--- config.mk ---
export PLATFORM = sky130hd
export DESIGN_NAME = tx_core_ctrl
export DESIGN_NICKNAME = d
export VERILOG_FILES = /design/src/rtl/tx_core_ctrl.sv
export SDC_FILE = /design/constraint.sdc
export NUM_CORES = 1
export LEC_CHECK = 0
export ABC_AREA = 0
export CORE_ASPECT_RATIO = 1.2
export CORE_MARGIN = 1.5
export CORE_UTILIZATION = 50
export DETAILED_ROUTE_END_ITERATION = 10
export DONT_BUFFER_PORTS = 1
export GPL_ROUTABILITY_DRIVEN = 0
export HOLD_SLACK_MARGIN = 0.08
export PLACE_DENSITY_LB_ADDON = 0.05
export SYNTH_ARGS = -nofsm -noshare
export SYNTH_HDL_FRONTEND = slang
export SYNTH_SLANG_ARGS = --single-unit
--- constraint.sdc ---
create_clock -name clock -period 3.38 [get_ports clock]
set_input_delay 0.507 -clock clock [delete_from_list [all_inputs] [get_ports clock]]
set_output_delay 0.507 -clock clock [all_outputs]
set_load 0.05 [all_outputs]
--- src/rtl/tx_core_ctrl.sv ---
// tx_core_ctrl: glitch-free reconfiguration sequencer for tx_core (mute, retune, settle, unmute).
// Optional macro TX_CTRL_STATUS_CNT_EN adds a saturating done_count status output.
module tx_core_ctrl #(
    parameter logic [7:0]    RAMP_STEP     = 8'd4,
    parameter int unsigned   RAMP_DIV      = 4,
    parameter int unsigned   SETTLE_CYCLES = 16,
    parameter int unsigned   CNT_W         = 8,
    localparam int unsigned  PHASE_W       = 16,
    localparam int unsigned  GAIN_W        = 8,
    localparam int unsigned  STATE_W       = 3
) (
    input  logic               clock,
    input  logic               resetn,
    input  logic               cfg_valid,
    output logic               cfg_ready,
    input  logic [PHASE_W-1:0] cfg_phase_inc,
    input  logic [GAIN_W-1:0]  cfg_gain,
    input  logic               cfg_bypass,
    output logic [PHASE_W-1:0] dds_phase_inc,
    output logic [GAIN_W-1:0]  output_gain,
    output logic               bypass_enable,
    output logic               busy,
    output logic               cfg_done,
    output logic [STATE_W-1:0] state_dbg
`ifdef TX_CTRL_STATUS_CNT_EN
    ,
    output logic [15:0]        done_count
`endif
);

    localparam logic [CNT_W-1:0] DIV_LAST    = CNT_W'(RAMP_DIV - 1);
    localparam logic [CNT_W-1:0] SETTLE_LAST = CNT_W'(SETTLE_CYCLES - 1);

    typedef enum logic [STATE_W-1:0] {
        IDLE      = 3'd0,
        RAMP_DOWN = 3'd1,
        APPLY     = 3'd2,
        SETTLE    = 3'd3,
        RAMP_UP   = 3'd4
    } state_t;

    typedef struct packed {
        logic [PHASE_W-1:0] phase;
        logic [GAIN_W-1:0]  gain;
        logic               bypass;
    } cfg_t;

    state_t             state_q, state_d;
    logic [CNT_W-1:0]   cnt_q, cnt_d;
    cfg_t               tgt_q, tgt_d;
    logic [PHASE_W-1:0] phase_d;
    logic [GAIN_W-1:0]  gain_d;
    logic               bypass_d;
    logic               done_d;
    logic               tick;
    logic [GAIN_W-1:0]  fall_gain;
    logic [GAIN_W-1:0]  seek_gain;

    assign cfg_ready = (state_q == IDLE);
    assign busy      = (state_q != IDLE);
    assign state_dbg = state_q;
    assign tick      = (cnt_q == DIV_LAST);

    // One ramp step toward zero (mute) and toward the target (unmute or gain-only update).
    always_comb begin
        fall_gain = (output_gain <= RAMP_STEP) ? '0 : output_gain - RAMP_STEP;
        seek_gain = output_gain;
        if (tgt_q.gain > output_gain) begin
            seek_gain = ((tgt_q.gain - output_gain) <= RAMP_STEP) ? tgt_q.gain
                                                                  : output_gain + RAMP_STEP;
        end else if (tgt_q.gain < output_gain) begin
            seek_gain = ((output_gain - tgt_q.gain) <= RAMP_STEP) ? tgt_q.gain
                                                                  : output_gain - RAMP_STEP;
        end
    end

    // Next-state and next-output logic.
    always_comb begin
        state_d  = state_q;
        cnt_d    = cnt_q;
        tgt_d    = tgt_q;
        phase_d  = dds_phase_inc;
        gain_d   = output_gain;
        bypass_d = bypass_enable;
        done_d   = 1'b0;

        case (state_q)
            IDLE: begin
                if (cfg_valid) begin
                    tgt_d.phase  = cfg_phase_inc;
                    tgt_d.gain   = cfg_gain;
                    tgt_d.bypass = cfg_bypass;
                    cnt_d        = '0;
                    if ((cfg_phase_inc == dds_phase_inc) && (cfg_bypass == bypass_enable)) begin
                        state_d = RAMP_UP;
                    end else if (output_gain == '0) begin
                        state_d = APPLY;
                    end else begin
                        state_d = RAMP_DOWN;
                    end
                end
            end
            RAMP_DOWN: begin
                if (output_gain == '0) begin
                    state_d = APPLY;
                    cnt_d   = '0;
                end else if (tick) begin
                    gain_d = fall_gain;
                    cnt_d  = '0;
                end else begin
                    cnt_d = cnt_q + CNT_W'(1);
                end
            end
            APPLY: begin
                phase_d  = tgt_q.phase;
                bypass_d = tgt_q.bypass;
                cnt_d    = '0;
                state_d  = SETTLE;
            end
            SETTLE: begin
                if (cnt_q == SETTLE_LAST) begin
                    cnt_d   = '0;
                    state_d = RAMP_UP;
                end else begin
                    cnt_d = cnt_q + CNT_W'(1);
                end
            end
            RAMP_UP: begin
                if (output_gain == tgt_q.gain) begin
                    done_d  = 1'b1;
                    cnt_d   = '0;
                    state_d = IDLE;
                end else if (tick) begin
                    gain_d = seek_gain;
                    cnt_d  = '0;
                end else begin
                    cnt_d = cnt_q + CNT_W'(1);
                end
            end
            default: begin
                cnt_d   = '0;
                state_d = IDLE;
            end
        endcase
    end

    always_ff @(posedge clock or negedge resetn) begin
        if (!resetn) begin
            state_q       <= IDLE;
            cnt_q         <= '0;
            tgt_q         <= '0;
            dds_phase_inc <= '0;
            output_gain   <= '0;
            bypass_enable <= 1'b0;
            cfg_done      <= 1'b0;
        end else begin
            state_q       <= state_d;
            cnt_q         <= cnt_d;
            tgt_q         <= tgt_d;
            dds_phase_inc <= phase_d;
            output_gain   <= gain_d;
            bypass_enable <= bypass_d;
            cfg_done      <= done_d;
        end
    end

`ifdef TX_CTRL_STATUS_CNT_EN
    // Completed-request counter, sticks at all-ones.
    always_ff @(posedge clock or negedge resetn) begin
        if (!resetn) begin
            done_count <= '0;
        end else if (cfg_done && (done_count != 16'hFFFF)) begin
            done_count <= done_count + 16'd1;
        end
    end
`endif

endmodule

Word-level counts from Yosys, hierarchy flattened
Cells that the tools add are included.
{"block": "word_totals", "wordCells": 70, "register_bits": 62, "output_inout_bits": 31, "input_bits": 28}
{"block": "op_classes", "eq_ne": 18, "reduce_logical": 8, "muxes": 25, "n_lt_le_gt_ge": 5, "n_addsub": 5}
{"operator": "two-way mux 8 bit", "count": 14}
{"operator": "one-hot mux 8 bit (4 select lines)", "count": 1}
{"operator": "<= comparator 8 x 3 -> 1 bit (second input constant)", "count": 3}
{"operator": "equality test 16 bit", "count": 1}
{"operator": "inequality test 2 bit (second input constant)", "count": 8}
{"operator": "one-hot mux 8 bit (2 select lines)", "count": 1}
{"operator": "subtractor 8 bit", "count": 2}
{"operator": "two-way mux 3 bit", "count": 5}
{"operator": "one-hot mux 3 bit (5 select lines)", "count": 1}
{"operator": "adder 8 x 1 -> 8 bit (second input constant)", "count": 1}
{"operator": "adder 8 x 3 -> 8 bit (second input constant)", "count": 1}
{"operator": "equality test 8 x 2 -> 1 bit (second input constant)", "count": 1}
{"operator": "equality test 8 x 4 -> 1 bit (second input constant)", "count": 1}
{"operator": "equality test 8 bit", "count": 1}
{"operator": "greater-than comparator 8 bit", "count": 1}
{"operator": "zero test 8 bit", "count": 1}
{"operator": "< comparator 8 bit", "count": 1}
{"operator": "subtractor 8 x 3 -> 8 bit (second input constant)", "count": 1}
{"operator": "equality test 3 x 2 -> 1 bit (second input constant)", "count": 2}
{"operator": "AND reduction 6 bit", "count": 1}
{"operator": "AND reduction 4 bit", "count": 1}
{"operator": "equality test 3 x 1 -> 1 bit (second input constant)", "count": 1}
{"operator": "equality test 3 bit (second input constant)", "count": 1}
{"operator": "zero test 3 bit", "count": 1}
{"operator": "8 further kinds", "count": 9}

Longest topological paths before layout
Gate-level depths: netlist (run 1).
{"block": "depth", "word_depth": 8, "ltp_mapped": 13, "ltp_nobuf": 10}

Least setup slack after synthesis (run 1)
No wires, ideal clock.
{"block": "synth_timing", "kind": "reg2reg", "from": "register output_gain[5]", "to": "register output_gain[2]", "synth_period_minus_slack_ns": 3.460, "stages_incl_launch_ff": 13, "setup_slack_ns": -0.080, "setup_ns": 0.087, "n_path_buf": 2, "arrival_ns": 3.373, "t_required_ns": 3.293, "cell_sequence": "dfrtp_1 -> clkbuf_1 -> inv_1 -> ha_1 -> buf_2 -> and3_1 -> a221o_1 -> or3_1 -> a22oi_2 -> nand2_1 -> mux2_2 -> o311a_1 -> a211oi_2"}
{"block": "synth_between", "elab_chain_len": 8, "elab_cells_between_ends": 23, "cone_classes": "add/sub: 2; order compare: 5; eq/ne: 4; mux: 10; reduce/logical: 2"}
{"item": "start: declaration", "line_no": "20", "text": "output logic [GAIN_W-1:0] output_gain,"}
{"item": "start signal: assignment", "line_no": "161", "text": "output_gain <= gain_d;"}
{"item": "subtractor 8 bit", "line_no": "72", "text": "seek_gain = ((output_gain - tgt_q.gain) <= RAMP_STEP) ? tgt_q.gain"}
{"item": "<= comparator 8 x 3 -> 1 bit", "line_no": "72"}
{"item": "two-way mux 8 bit", "line_no": "72"}
{"item": "two-way mux 8 bit", "line_no": "71", "text": "end else if (tgt_q.gain < output_gain) begin"}
{"item": "two-way mux 8 bit", "line_no": "68", "text": "if (tgt_q.gain > output_gain) begin"}
{"item": "two-way mux 8 bit", "line_no": "133", "text": "end else if (tick) begin"}
{"item": "two-way mux 8 bit", "line_no": "129", "text": "if (output_gain == tgt_q.gain) begin"}
{"item": "one-hot mux 8 bit (2 select lines)", "line_no": "87", "text": "case (state_q)"}
Parallel ways exist; a longest one is shown, timed or not. The select of a mux whose other input is x is not followed.
A chain may end at the register's enable or synchronous reset.

Final worst setup path (run 1)
{"block": "layout_timing", "from": "register output_gain[3]", "to": "register output_gain[2]"}
The elaborated chain is that of the path after synthesis.

==> out/summary.txt, run 1 <==
status: finished, final reports clean
Reg2Reg Setup Slack: 350 ps
num rows: 34
overall routed net length: 9340 um
gr ovfl total: 0
DRC Markers: 0
post-synthesis sequential area ratio: 40.4%
R2R cell count: 10
post-synth net total: 454
postcts setup bufs: 0
CP max FO: 9
Sw Share: 48.2%
Synth Flop Type: dfrtp_1
setup_tns: 0 ps
CORE AREA: 7360 um2
min-delay src: cfg_gain[6]
Hold Worst Slack: 300 ps
Slew @ Worst Pin: 713 ps
Detailed Place HPWL: 6850 um
Cells after Synth: 406
unrepaired setup endpoints after global routing: no
dpl ws: 393 ps
syn_area_per_cell: 9.46 um2
Combinational Power Share: 44.1%
first-pass GRT wire length: 15,700 um
period utilization: 89.8%
CTS H-Tree Depth: 3
Peak supply drop: 0.000603 V
Reg clk slew, reported paths: 80 ps
Antenna diodes: 0
commonest cells after routing, fill and taps aside: dfrtp_1 (60), o21ai_0 (41), nand2_1 (36), mux2_2 (36), inv_1 (29)
crit path from: output_gain[3]
Setup CP Type: flip-flop to flip-flop
CTS tree: built
Antenna Nets Post-Route: 0
Crit. End Element: flip-flop
worst min-delay path endpoint: tgt_q[7]
Hold Path Class: input port to flip-flop
Initial DRC Count: 165
Pint: 2100 uW
max-slew violation count: 0
M3 GR Usage: 5.95%
r2r startpoint: output_gain[3]
GR Layer Usage met1: 28.1%
DR WL/cell: 18.1 um
# setup viols final: 0
post-route worst setup slack: 346 ps
FFs w/ async S/R, synth: 100%
Netlist cell types: 54
Clock Skew: 8.54 ps
worst hold path depth: 2
worst-case clock buffer depth: 2
reg2reg end: output_gain[2]
MaxCap Viol Count: 0
P per Cell Area: 957 nW/um2
WP data required: 3620 ps
number of synthesized flops with an enable pin: 0
All-Layer GR Usage: 23.9%
Seq pwr share: 41.3%
Root Driver: clkbuf_8
final-stage net count: 470
worst skew pair latency: 330 ps
most common cell after layout, fill and taps aside: dfrtp_1
slew margin rel.: 52.1%
DR vias/cell: 6.00
largest net degree at the start of global routing: 63
Hold Buf Count CTS: 2
met2 usage: 41.7%
IO Pins: 59
initial antenna violation count: 1
post-cts resize count: 0
Fmax: 330 MHz
CTS sink count: 62
chip width: 83.0 um
Initial Utilization: 52.2%
DR pass1 iterations: 4
final hold viol count: 0
Post-Syn Area: 3840 um2
number of buffers created by CTS: 9
Area Growth Syn to Fin: 10.3%
crit start category: flip-flop
leakage power: 0.00183 uW
Critical Path AT: 3280 ps
Switch Pwr: 1950 uW
synthesized flop and latch total: 62
area of the die: 8220 um2
Die Y: 99.0 um
clock share of power: 14.6%
count of buffers inserted at the top-level ports: 0
vias: 3,103
vias in the first global route: 3,187
most used routing layer in global routing: met2
Synthesis Warnings: 0
Final min period: 3030 ps
share of layout cells above drive strength 1: 17.6%
==> worst max-delay path, cell delays in order (launching register included) <==
cell      delay, ps
dfrtp_1         360
inv_1            90
ha_1            420
a21o_1          260
a221o_1         320
or3_1           360
a22oi_2         230
nand2_1          80
mux2_2          330
o311a_1         320
a211oi_2        190
==> cell type report <==
cell class	instances	area (um2)
multi-input cells	301	2120
fillers	678	3120
inverters	29	109
flip-flops and latches	62	1550
well taps	90	113
clock inverters	5	35.0
clock buffers	11	141
repair buffers	19	165
==> state kept, by name (all words and copies together), names as in the netlist <==
register,cells
bypass_enable,1
output_gain,8
dds_phase_inc,16
tgt_q,25
cnt_q,8
state_dbg,3
cfg_done,1
==> layer usage <==
layer | part of all wire [%] | vias to the layer above
met5 | 0.11 | -
met4 | 2.6 | 2
met3 | 5.2 | 22
met2 | 50 | 87
met1 | 42 | 1508
li1 | - | 1484
==> power by group through the flow <==
stage | Combinational (uW) | Sequential (uW) | Clock (uW)
final | 1790 | 1680 | 591
after global placement | 1750 | 1680 | 0
after detailed placement | 1760 | 1690 | 0
after floorplan | 1390 | 1660 | 0
after global routing | 2000 | 1720 | 638
after CTS | 1790 | 1680 | 613
==> synthesized netlist by cell type (all sizes together), types with 2 or more instances <==
cell type | n | area share (%)
and3 | 5 | 0.81
o21bai | 3 | 0.59
a221o | 3 | 0.78
a32oi | 3 | 0.68
nor3b | 2 | 0.39
xnor2 | 8 | 1.8
o2111ai | 2 | 0.46
inv | 29 | 2.8
dfrtp | 62 | 40
a221oi | 4 | 0.91
o21ai | 46 | 6.0
or3 | 2 | 0.33
and2 | 3 | 0.49
nor4 | 5 | 0.81
nand2 | 36 | 3.5
o31ai | 4 | 0.78
nor2 | 23 | 2.2
nand4 | 3 | 0.49
a22oi | 3 | 0.72
buf | 4 | 0.62
a21o | 4 | 0.78
nor2b | 5 | 0.81
a211oi | 3 | 0.72
a21oi | 12 | 1.7
xor2 | 15 | 3.4
o211ai | 2 | 0.39
nor3 | 14 | 1.8
mux2 | 36 | 11
a31oi | 2 | 0.33
clkbuf | 10 | 0.98
ha | 20 | 6.5
mux2i | 3 | 0.78
nand3 | 12 | 1.6
nand2b | 2 | 0.33
a22o | 3 | 0.68
==> how the worst max path moves through the flow <==
stage	to	slack [ps]	depth (start not counted)
after floorplan	output_gain[2]	20	11
after global placement	output_gain[4]	450	10
after detailed placement	output_gain[2]	390	10
after CTS	output_gain[2]	360	10
after global routing	output_gain[1]	150	10
final	output_gain[2]	350	10
==> cell families after synthesis <==
kind of cell,count (synthesis),share of synthesized area (%)
xor gates and xnor gates,23,5.24
AOI/OAI and AO/OA,103,17.6
DFF,62,40.4
adders and majority gates,20,6.51
and+or+nand+nor,116,14.5
muxes,39,11.3
buffers and inverters,43,4.43
==> per-stage QoR <==
step,total power [uW],util [%],cell area [um2],cells
finish,4060,57.6,4240,517
global placement,3430,54.7,4020,499
floorplan,3050,-,3840,406
global route,4360,57.6,4240,517
CTS,4080,57.6,4240,517
detailed placement,3450,54.7,4020,499
Power figures use the tool's default switching activity.
==> run 2: changes to the inputs <==
--- a/config.mk
+++ b/config.mk
@@ -7,4 +7,5 @@
 export LEC_CHECK = 0
 export ABC_AREA = 0
+export CAP_MARGIN = 15
 export CORE_ASPECT_RATIO = 1.2
 export CORE_MARGIN = 1.5
==> constraint.sdc (replaced) <==
create_clock -name clock -period 3.38 [get_ports clock]
set_input_delay 0.507 -clock clock [delete_from_list [all_inputs] [get_ports clock]]
set_output_delay 0.507 -clock clock [all_outputs]
set_load 0.005 [all_outputs]
==> run 2 against run 1 <==
Against the previous run: utilization rose by 0.22 points; count of clock-buffer cells in the layout fell by 2; global-route usage shrank 0.17 points; power is 7.6% lower; clock power grew 24%; critical path depth is 1 higher; critical endpoint unchanged; sequential share of layout area decreased by 0.20 points.
==> out/summary.txt, run 2 (synthesis gave the netlist of run 1 again) <==
status: finished, final reports clean
Pint: 2240 uW (+6.3%)
routed wl met3: 598 um (+23%)
DR pass1 iterations: 4 (unchanged)
CTS tree: built
max reg flops: 25 (unchanged)
Fmax: 326 MHz (-1.1%)
leakage power: 0.00183 uW (about the same)
Initial DRC Count: 148 (-10%)
CTS sink count: 62 (unchanged)
most common cell after layout, fill and taps aside: dfrtp_1
unrepaired setup endpoints after global routing: no
Antenna diodes: 0 (unchanged)
met2 WL: 4520 um (-2.5%)
Area Growth Syn to Fin: 10.7%
number of buffers created by CTS: 9 (unchanged)
DRC Markers: 0 (unchanged)
num rows: 34 (unchanged)
setup_tns: 0 ps (unchanged)
postcts setup bufs: 0 (unchanged)
Layout fillers: 654 (-3.5%)
CORE AREA: 7360 um2 (unchanged)
Clock Skew: 8.70 ps (+0.162 ps)
vias in the first global route: 3,141 (-1.4%)
CTS H-Tree Depth: 3 (unchanged)
crit start category: flip-flop
Die Y: 99.0 um (unchanged)
IO Pins: 59 (unchanged)
clock share of power: 19.6% (+5.0 points)
Regs by FF count: tgt_q x25, dds_phase_inc x16
worst-case clock buffer depth: 2 (unchanged)
Setup CP Type: flip-flop to flip-flop
FF+latch area: 1550 um2 (-0.16%)
Root Driver: clkbuf_8
gr ovfl total: 0 (unchanged)
slew margin rel.: 55.2% (+3.1 points)
period utilization: 90.7% (+0.97 points)
reg2reg end: output_gain[2]
first-pass GRT wire length: 15,400 um (-2.2%)
Max Used Layer: met5
DR vias/cell: 6.05 (+0.88%)
CP max FO: 10 (+1)
area of the die: 8220 um2 (unchanged)
Detailed Place HPWL: 6750 um (-1.4%)
Antenna Nets Post-Route: 0 (unchanged)
Hold Worst Slack: 293 ps (-6.83 ps)
Hold Path Class: input port to flip-flop
R2R cell count: 11 (+1)
area occupied by multi-input gates: 2120 um2 (+0.18%)
vias: 3,106 (+0.097%)
Peak supply drop: 0.000465 V (-23%)
largest reg by FF count: tgt_q
Metal-1 WL: 3840 um (-3.3%)
worst skew pair latency: 340 ps (about the same)
DR WL/cell: 18.2 um (+0.52%)
initial antenna violation count: 1 (unchanged)
Switch Pwr: 1510 uW (-23%)
Crit. End Element: flip-flop
Reg2Reg Setup Slack: 310 ps (-30 ps)
Seq pwr share: 34.8% (-6.5 points)
final hold viol count: 0 (unchanged)
Combinational Power Share: 45.6% (+1.5 points)
share of layout cells above drive strength 1: 16.8% (-0.78 points)
worst hold path depth: 2 (unchanged)
Tot Pwr: 3750 uW (-7.6%)
MaxCap Viol Count: 0 (unchanged)
Final Non-Filler Cells: 513 (-0.77%)
P per Cell Area: 881 nW/um2 (-8.0%)
All-Layer GR Usage: 23.7% (-0.17 points)
final-stage net count: 466 (-0.85%)
chip width: 83.0 um (unchanged)
worst min-delay path endpoint: tgt_q[2]
Initial Utilization: 52.2% (unchanged)
Slew @ Worst Pin: 667 ps (-45.9 ps)
r2r startpoint: output_gain[4]
WP data required: 3640 ps (+20 ps)
Final min period: 3070 ps (+32.7 ps)
count of buffers inserted at the top-level ports: 0 (unchanged)
overall routed net length: 9320 um (-0.26%)
Reg clk slew, reported paths: 70 ps (about the same)
Post-Place Cells: 495 (-0.80%)
largest net degree at the start of global routing: 63 (unchanged)
commonest cells after routing, fill and taps aside: dfrtp_1 (62), o21ai_0 (41), nand2_1 (36), mux2_2 (36), inv_1 (29)
# setup viols final: 0 (unchanged)
min-delay src: cfg_gain[1]
max-slew violation count: 0 (unchanged)
Sw Share: 40.4% (-7.8 points)
Critical Path AT: 3330 ps (+50 ps)
run 2: changes by cell type in the layout (fill, tap and decap cells not counted):
cell,before,now
bufinv_16,0,2
buf_4,17,13
dfrtp_1,60,62
clkinvlp_4,1,2
a21boi_1,1,0
clkbuf_1,1,0
clkinv_4,2,1
clkinv_2,2,1
clkbuf_8,10,9
a21boi_2,0,1
inv_6,0,1
dfrtp_2,2,0
run 2: final cells by class:
type	count	share of cell area, %
Clock buffer	9	2.91
Clock inverter	7	2.29
Inverter	29	2.56
Multi-Input combinational cell	301	49.9
Sequential cell	62	36.5
Tap cell	90	2.65
Timing Repair Buffer	15	3.18
run 2: how the worst max path moves through the flow:
stage	slack, ps	endpoint	from	cells after the start
after floorplan	230	output_gain[2]	output_gain[5]	12
after global placement	400	output_gain[0]	output_gain[6]	10
after detailed placement	350	output_gain[1]	output_gain[6]	10
after CTS	300	output_gain[3]	output_gain[6]	10
after global routing	170	output_gain[4]	output_gain[6]	10
final	310	output_gain[2]	output_gain[4]	11
run 2: critical path: stages (launching register included):
cell and delay, ps:
dfrtp_1 350, inv_1 70, ha_1 420, buf_4 200, or4b_1 450, o22a_1 200
o31ai_1 60, and4b_1 310, nand2_1 90, mux2_2 320, o311a_1 320, a211oi_2 190
run 2: timing repair:
item,CTS,global route
gates resized for setup,0,1
hold buffers,2,0
endpoints found under the setup margin,0,2
hold endpoints to repair,62,0
run 2: power by group through the flow:
stage	Clock [uW]	Sequential, uW	Combinational (uW)
detailed placement	0	1320	1660
finish	735	1300	1710
floorplan	0	1230	1360
global route	787	1350	1910
CTS	753	1310	1700
global placement	0	1310	1630
run 2: per-layer routing:
| metal | vias to the layer above | GRT usage (%) |
|---|---|---|
| met5 | - | 0 |
| met4 | 2 | 13.5 |
| met3 | 28 | 5.95 |
| met2 | 110 | 39.0 |
| met1 | 1479 | 28.4 |
| li1 | 1487 | - |
run 2: through the flow:
step / worst slack (ps) / util [%] / instance area (um2)
detailed placement: 354 / 54.2 / 3990
global placement: 402 / 54.2 / 3990
global route: 166 / 57.8 / 4250
floorplan: 229 / - / 3840
finish: 313 / 57.8 / 4250
CTS: 300 / 57.8 / 4250
==> RTL change 1, RTL diff (config.mk and constraints of run 2) <==
`PHASE_W`: 16 -> 32.
--- a/src/rtl/tx_core_ctrl.sv
+++ b/src/rtl/tx_core_ctrl.sv
@@ -7,3 +7,3 @@
     parameter int unsigned   CNT_W         = 8,
-    localparam int unsigned  PHASE_W       = 16,
+    localparam int unsigned  PHASE_W       = 32,
     localparam int unsigned  GAIN_W        = 8,
Ports: changed (resized cfg_phase_inc and dds_phase_inc); port bits go from 59 to 91. The function was not compared with the original's and may differ.
==> RTL change 1 against run 2 <==
  * Die area is 39% higher
  * Hold slack worse by 210 ps
  * Cell area increased by 38%
  * Setup slack got worse by 110 ps
  * Synthesized area rose by 41%
  * Sequential cell count rose by 32
  * Non-clock buffer count decreased by 6
  * Sequential share of layout area up 3.6 points
  * Utilization down 2.0 points
  * Power grew 45%
  * Synthesized cell count up 25%
  * First-iteration DRC count up 3.4%
  * Clock skew is 0.52 ps higher
  * Wire length rose by 29%
  * Critical path type unchanged
  * Largest cell class unchanged
  * Largest power group unchanged
  * Highest routed layer is now met4
==> RTL change 1: results (changes against run 2) <==
| Metric | Value |
|---|---|
| Status | finished clean (unchanged) |
| Vias in the first global route | 3898 (was 3141) |
| Inst Count DP | 620 (was 495) |
| Met1 usage | 24.88% (was 28.39%) |
| CTS tree | yes (unchanged) |
| Met2 Track Usage GR | 38.34% (was 38.96%) |
| Async SR Flop Fraction | 100.0% (unchanged) |
| Clk buf depth | 2 (unchanged) |
| Max VDD drop | 0.4697 mV (was 0.4651 mV) |
| Metal-1 WL | 4.888 mm (was 3.839 mm) |
| DRT Wirelength | 12.06 mm (was 9.320 mm) |
| Routed length on met2 | 6.119 mm (was 4.517 mm) |
| Synth area leaders | dfrtp_1 43%, mux2_2 14%, ha_1 4.6% (was dfrtp_1 40%, mux2_2 11%, ha_1 6.5%) |
| CTS Buf Count | 9 (unchanged) |
| Worst EP arrival | 3400 ps (was 3330 ps) |
| Share of cells above drive strength 1 | 21.30% (was 16.78%) |
| Gr usage total | 21.90% (was 23.70%) |
| CTS H-tree lvls | 3 (unchanged) |
| Core ar. | 10520 sq um (was 7360 sq um) |
| Max layer used | met4 (was met5) |
| Slowest cell on crit path | ha_1 (was or4b_1) |
| Post-detail-place hpwl | 8.781 mm (was 6.751 mm) |
| Synth Area in Compound Gates | 12.56% (was 17.58%) |
| Final nets | 567 (was 466) |
| Die area | 11460 sq um (was 8222 sq um) |
| Synth cell count leaders | 94 x dfrtp_1, 68 x mux2_2, 38 x nand2_1 (was 62 x dfrtp_1, 41 x o21ai_0, 36 x mux2_2, 36 x nand2_1, 29 x inv_1) |
| Synth warnings | 0 (unchanged) |
| Worst Hold Class | input pin to asynchronous set/reset pin (was input pin to register) |
| GR Layer Usage met3 | 6.829% (was 5.946%) |
| First-pass GRT wire length | 19.53 mm (was 15.37 mm) |
| Slew margin rel. | 57.95% (was 55.22%) |
| Worst Skew | 9.219 ps (was 8.701 ps) |
| Distinct cell type count after synthesis | 70 (was 54) |
| Met3 Routed Length | 788 um (was 598 um) |
| Largest net degree at the start of global routing | 95 (was 63) |
| CP top delay family | compound AO/OA/AOI/OAI gates (was simple AND/OR/NAND/NOR gates) |
| Root buf cell | clkbuf_16 (was clkbuf_8) |
| Leakage | 2.448 nW (was 1.834 nW) |
| Largest regs | tgt_q: 41 flops, dds_phase_inc: 32 flops (was tgt_q: 25 flops, dds_phase_inc: 16 flops) |
| Initial drt markers | 153 (was 148) |
| Mux cell area share after synthesis | 16.10% (was 11.33%) |
| Post-Synth Adder-Cell Area | 4.625% (was 6.513%) |
| Antenna Cells | 0 (unchanged) |
| Post-synthesis sequential area ratio | 43.48% (was 40.38%) |
| Slowest stage delay, CP | 510 ps (was 450 ps) |
| TritonRoute pass-1 iters | 5 (was 4) |
| Syn Area/Cell | 10.69 sq um (was 9.464 sq um) |
| Max cap viols | 0 (unchanged) |
| CTS clk-pin slew, worst paths | 70 ps (about the same) |
| Fin cells | 636 (was 513) |
| Via density | 6.044 (was 6.055) |
| Critical Path Fanout Max | 11 (was 10) |
| Initial antenna violation count | 0 (was 1) |
| Xor and xnor area share after synthesis | 6.152% (was 5.243%) |
| Buffers added on ports | 0 (unchanged) |
==> RTL change 1: changes by cell type in the layout (fill, tap and decap cells not counted), moves of 4 or more <==
cell	delta
buf_4	-5
clkbuf_16	+9
clkbuf_8	-8
dfrtp_1	+32
inv_1	-6
mux2_2	+32
mux2i_1	+6
nand4_1	+4
nor2_1	-5
nor3_1	-7
nor4_1	+7
o21ai_0	-4
xnor2_1	+9
xor2_1	+6
==> RTL change 1: cells by family (layout without fill, tap and decap cells) <==
group / Yosys count / in the layout
muxes: 78 / 78
and+or+nand+nor: 132 / 132
DFF: 94 / 94
adders and majority gates: 20 / 20
xor gates and xnor gates: 38 / 38
buffers and inverters: 46 / 47
AOI/OAI and AO/OA: 98 / 98
==> RTL change 1: area by class of cell <==
type	count	area, sq um
fillers	912	4648
multi-input cells	366	2850
flip-flops and latches	94	2352
clock buffers	10	239.0
well taps	129	161.4
clock inverters	5	91.34
repair buffers	9	87.58
inverters	23	86.33
==> RTL change 1: path summary, 6_finish.rpt <==
| path | startpoint | end | slack (ps) | cells past startpoint |
|---|---|---|---|---|
| worst min-delay path | resetn | tgt_q[21]$_DFFE_PN0P_ | 80 | 1 |
| worst max-delay path | output_gain[6]$_DFFE_PN0P_ | output_gain[5]$_DFFE_PN0P_ | 210 | 9 |
| min in group clock | cfg_gain[6] | tgt_q[7]$_DFFE_PN0P_ | 280 | 2 |
| worst min register to register | tgt_q[16]$_DFFE_PN0P_ | dds_phase_inc[7]$_DFFE_PN0N_ | 500 | 1 |
| worst max register to register | output_gain[6]$_DFFE_PN0P_ | output_gain[5]$_DFFE_PN0P_ | 210 | 9 |
| max in group asynchronous | resetn | output_gain[3]$_DFFE_PN0P_ | 2950 | 1 |
==> RTL change 1: stage by stage <==
step	utilization (%)	total power, W	setup slack, ps	instance area (sq um)	hold WS (ps)
global route	55.80	0.005830	44.37	5868	97.78
global placement	52.40	0.004272	349.8	5510	213.1
detailed placement	52.40	0.004338	270.4	5510	213.0
floorplan	-	0.003885	314.7	5410	211.4
CTS	55.80	0.005488	243.4	5868	99.55
finish	55.80	0.005437	206.4	5868	78.89
==> RTL change 1: repair_timing <==
| action | CTS | global route |
|---|---|---|
| hold endpoints to repair | 94 | 0 |
| hold buffers | 1 | 0 |
| gates resized for setup | 0 | 0 |
| setup buffers | 0 | 0 |
==> RTL change 1: report_power, final <==
group | leakage [nW] | switching [W] | internal, W
clock | 0.163 | 0.000433 | 0.000676
combinational | 1.13 | 0.00114 | 0.00112
sequential | 1.16 | 0.000452 | 0.00162
==> RTL change 2, RTL diff (flow settings as in run 2) <==
Made on the original files. Add an input register stage for `cfg_valid`, `cfg_phase_inc`, `cfg_gain` and `cfg_bypass`, with the module's reset; this delays them by one clock.
--- a/src/rtl/tx_core_ctrl.sv
+++ b/src/rtl/tx_core_ctrl.sv
@@ -47,2 +47,21 @@
 
+    logic cfg_valid_q;
+    logic [PHASE_W-1:0] cfg_phase_inc_q;
+    logic [GAIN_W-1:0] cfg_gain_q;
+    logic cfg_bypass_q;
+
+    always_ff @(posedge clock or negedge resetn) begin
+        if (!resetn) begin
+            cfg_valid_q     <= '0;
+            cfg_phase_inc_q <= '0;
+            cfg_gain_q      <= '0;
+            cfg_bypass_q    <= '0;
+        end else begin
+            cfg_valid_q     <= cfg_valid;
+            cfg_phase_inc_q <= cfg_phase_inc;
+            cfg_gain_q      <= cfg_gain;
+            cfg_bypass_q    <= cfg_bypass;
+        end
+    end
+
     state_t             state_q, state_d;
@@ -88,8 +107,8 @@
             IDLE: begin
-                if (cfg_valid) begin
-                    tgt_d.phase  = cfg_phase_inc;
-                    tgt_d.gain   = cfg_gain;
-                    tgt_d.bypass = cfg_bypass;
+                if (cfg_valid_q) begin
+                    tgt_d.phase  = cfg_phase_inc_q;
+                    tgt_d.gain   = cfg_gain_q;
+                    tgt_d.bypass = cfg_bypass_q;
                     cnt_d        = '0;
-                    if ((cfg_phase_inc == dds_phase_inc) && (cfg_bypass == bypass_enable)) begin
+                    if ((cfg_phase_inc_q == dds_phase_inc) && (cfg_bypass_q == bypass_enable)) begin
                         state_d = RAMP_UP;
Check against the original RTL: not equivalent (Yosys sat finds a counterexample within 4 cycles, from zero or initial values and one cycle with resetn low).
==> RTL change 2 against run 2 <==
  * Critical path depth is 1 lower
  * Combinational power is 13% lower
  * Highest routed layer is now met4
  * Die area is 14% higher
  * Power is 0.72% higher
  * Sequential cell count is 26 higher
  * Clock power is 8.8% lower
  * Cell area is 13% higher
  * Wire length is 3.0% lower
  * Hold slack worse by 130 ps
  * Setup slack worse by 24 ps
  * Critical path type unchanged
  * Synthesized area is 15% higher
==> RTL change 2: results (changes against run 2) <==
| Metric | Value |
|---|---|
| Status | finished clean (unchanged) |
| Fin cells | 545 (was 513) |
| CTS clk-pin slew, worst paths | 90 ps (was 70 ps) |
| Mapped Nets | 460 (was 454) |
| Fraction of area in multi-input gates | 42.95% (was 49.94%) |
| Sequential cell area share | 45.81% (was 36.47%) |
| Synth area leaders | dfrtp_1 50%, mux2_2 9.2%, ha_1 5.7% (was dfrtp_1 40%, mux2_2 11%, ha_1 6.5%) |
| Max layer used | met4 (was met5) |
| Gr usage total | 20.54% (was 23.70%) |
| Critical R2R Launch | output_gain[3]$_DFFE_PN0P_ (was output_gain[4]$_DFFE_PN0P_) |
| Metal-1 WL | 3.873 mm (was 3.839 mm) |
| Hold slack final | 160.9 ps (was 292.7 ps) |
| Final worst slack | 289.4 ps (was 313.2 ps) |
| First-pass GRT wire length | 14.50 mm (was 15.37 mm) |
| Share of cells above drive strength 1 | 18.27% (was 16.78%) |
| Met1 usage | 25.70% (was 28.39%) |
| Slew margin rel. | 68.20% (was 55.22%) |
| Clk tree area frac | 3.774% (was 5.206%) |
| Worst EP arrival | 3380 ps (was 3330 ps) |
| Hold wc startpoint | cfg_valid (was cfg_gain[1]) |
| Yosys top cell area share | 49.86% (was 40.38%) |
| Largest net degree at the start of global routing | 89 (was 63) |
| Design Power | 0.003775 W (was 0.003748 W) |
| Slowest cell on crit path | or4_1 (was or4b_1) |
| Critical Path Fanout Max | 9 (was 10) |
| Pwr Density | 785.2 nW/um^2 (was 881.0 nW/um^2) |
| Slowest stage delay, CP | 400 ps (was 450 ps) |
| Non-clk buf share | 2.655% (was 3.176%) |
| Worst R2R Path Depth | 10 (was 11) |
| Nonclk buf count | 14 (was 15) |
| Max VDD drop | 0.4494 mV (was 0.4651 mV) |
| P_clk | 0.000670 W (was 0.000735 W) |
| CP endpoint | output_gain[5]$_DFFE_PN0P_ (was output_gain[2]$_DFFE_PN0P_) |
| Clock buf count | 10 (was 9) |
| Mapped Cells | 412 (was 406) |
| Hold endpoint | cfg_valid_q$_DFF_PN0_ (was tgt_q[2]$_DFFE_PN0P_) |
| Antenna Cells | 1 (was 0) |
| Hold Crit Depth | 0 (was 2) |
| Worst reg2reg endpoint | output_gain[5]$_DFFE_PN0P_ (was output_gain[2]$_DFFE_PN0P_) |
| Clock sinks | 88 (was 62) |
| Worst Skew | 11.87 ps (was 8.701 ps) |
| Met3 Routed Length | 537 um (was 598 um) |
[RTL change 2: cell types whose count changed after synthesis, moves of 4 or more]
cell / before / now
dfrtp_1: 62 / 88
inv_1: 29 / 22
nand2b_1: 2 / 10
nor3_1: 14 / 10
o21ai_0: 41 / 31
o22ai_1: 0 / 4
[RTL change 2: cells by family (layout without fill, tap and decap cells)]
| kind of cell | count (synthesis) | count (layout) | share of synthesized area, % |
|---|---|---|---|
| DFF | 88 | 88 | 49.86 |
| buffers and inverters | 37 | 52 | 3.513 |
| other | 0 | 1 | 0 |
| muxes | 38 | 38 | 9.632 |
| adders and majority gates | 20 | 20 | 5.666 |
| xor gates and xnor gates | 23 | 23 | 4.561 |
| AOI/OAI and AO/OA | 85 | 85 | 12.80 |
| and+or+nand+nor | 121 | 121 | 13.97 |
[RTL change 2: what timing repair did]
item / CTS / global route
hold buffers: 2 / 0
endpoints found under the hold margin: 88 / 0
resized for setup: 0 / 0
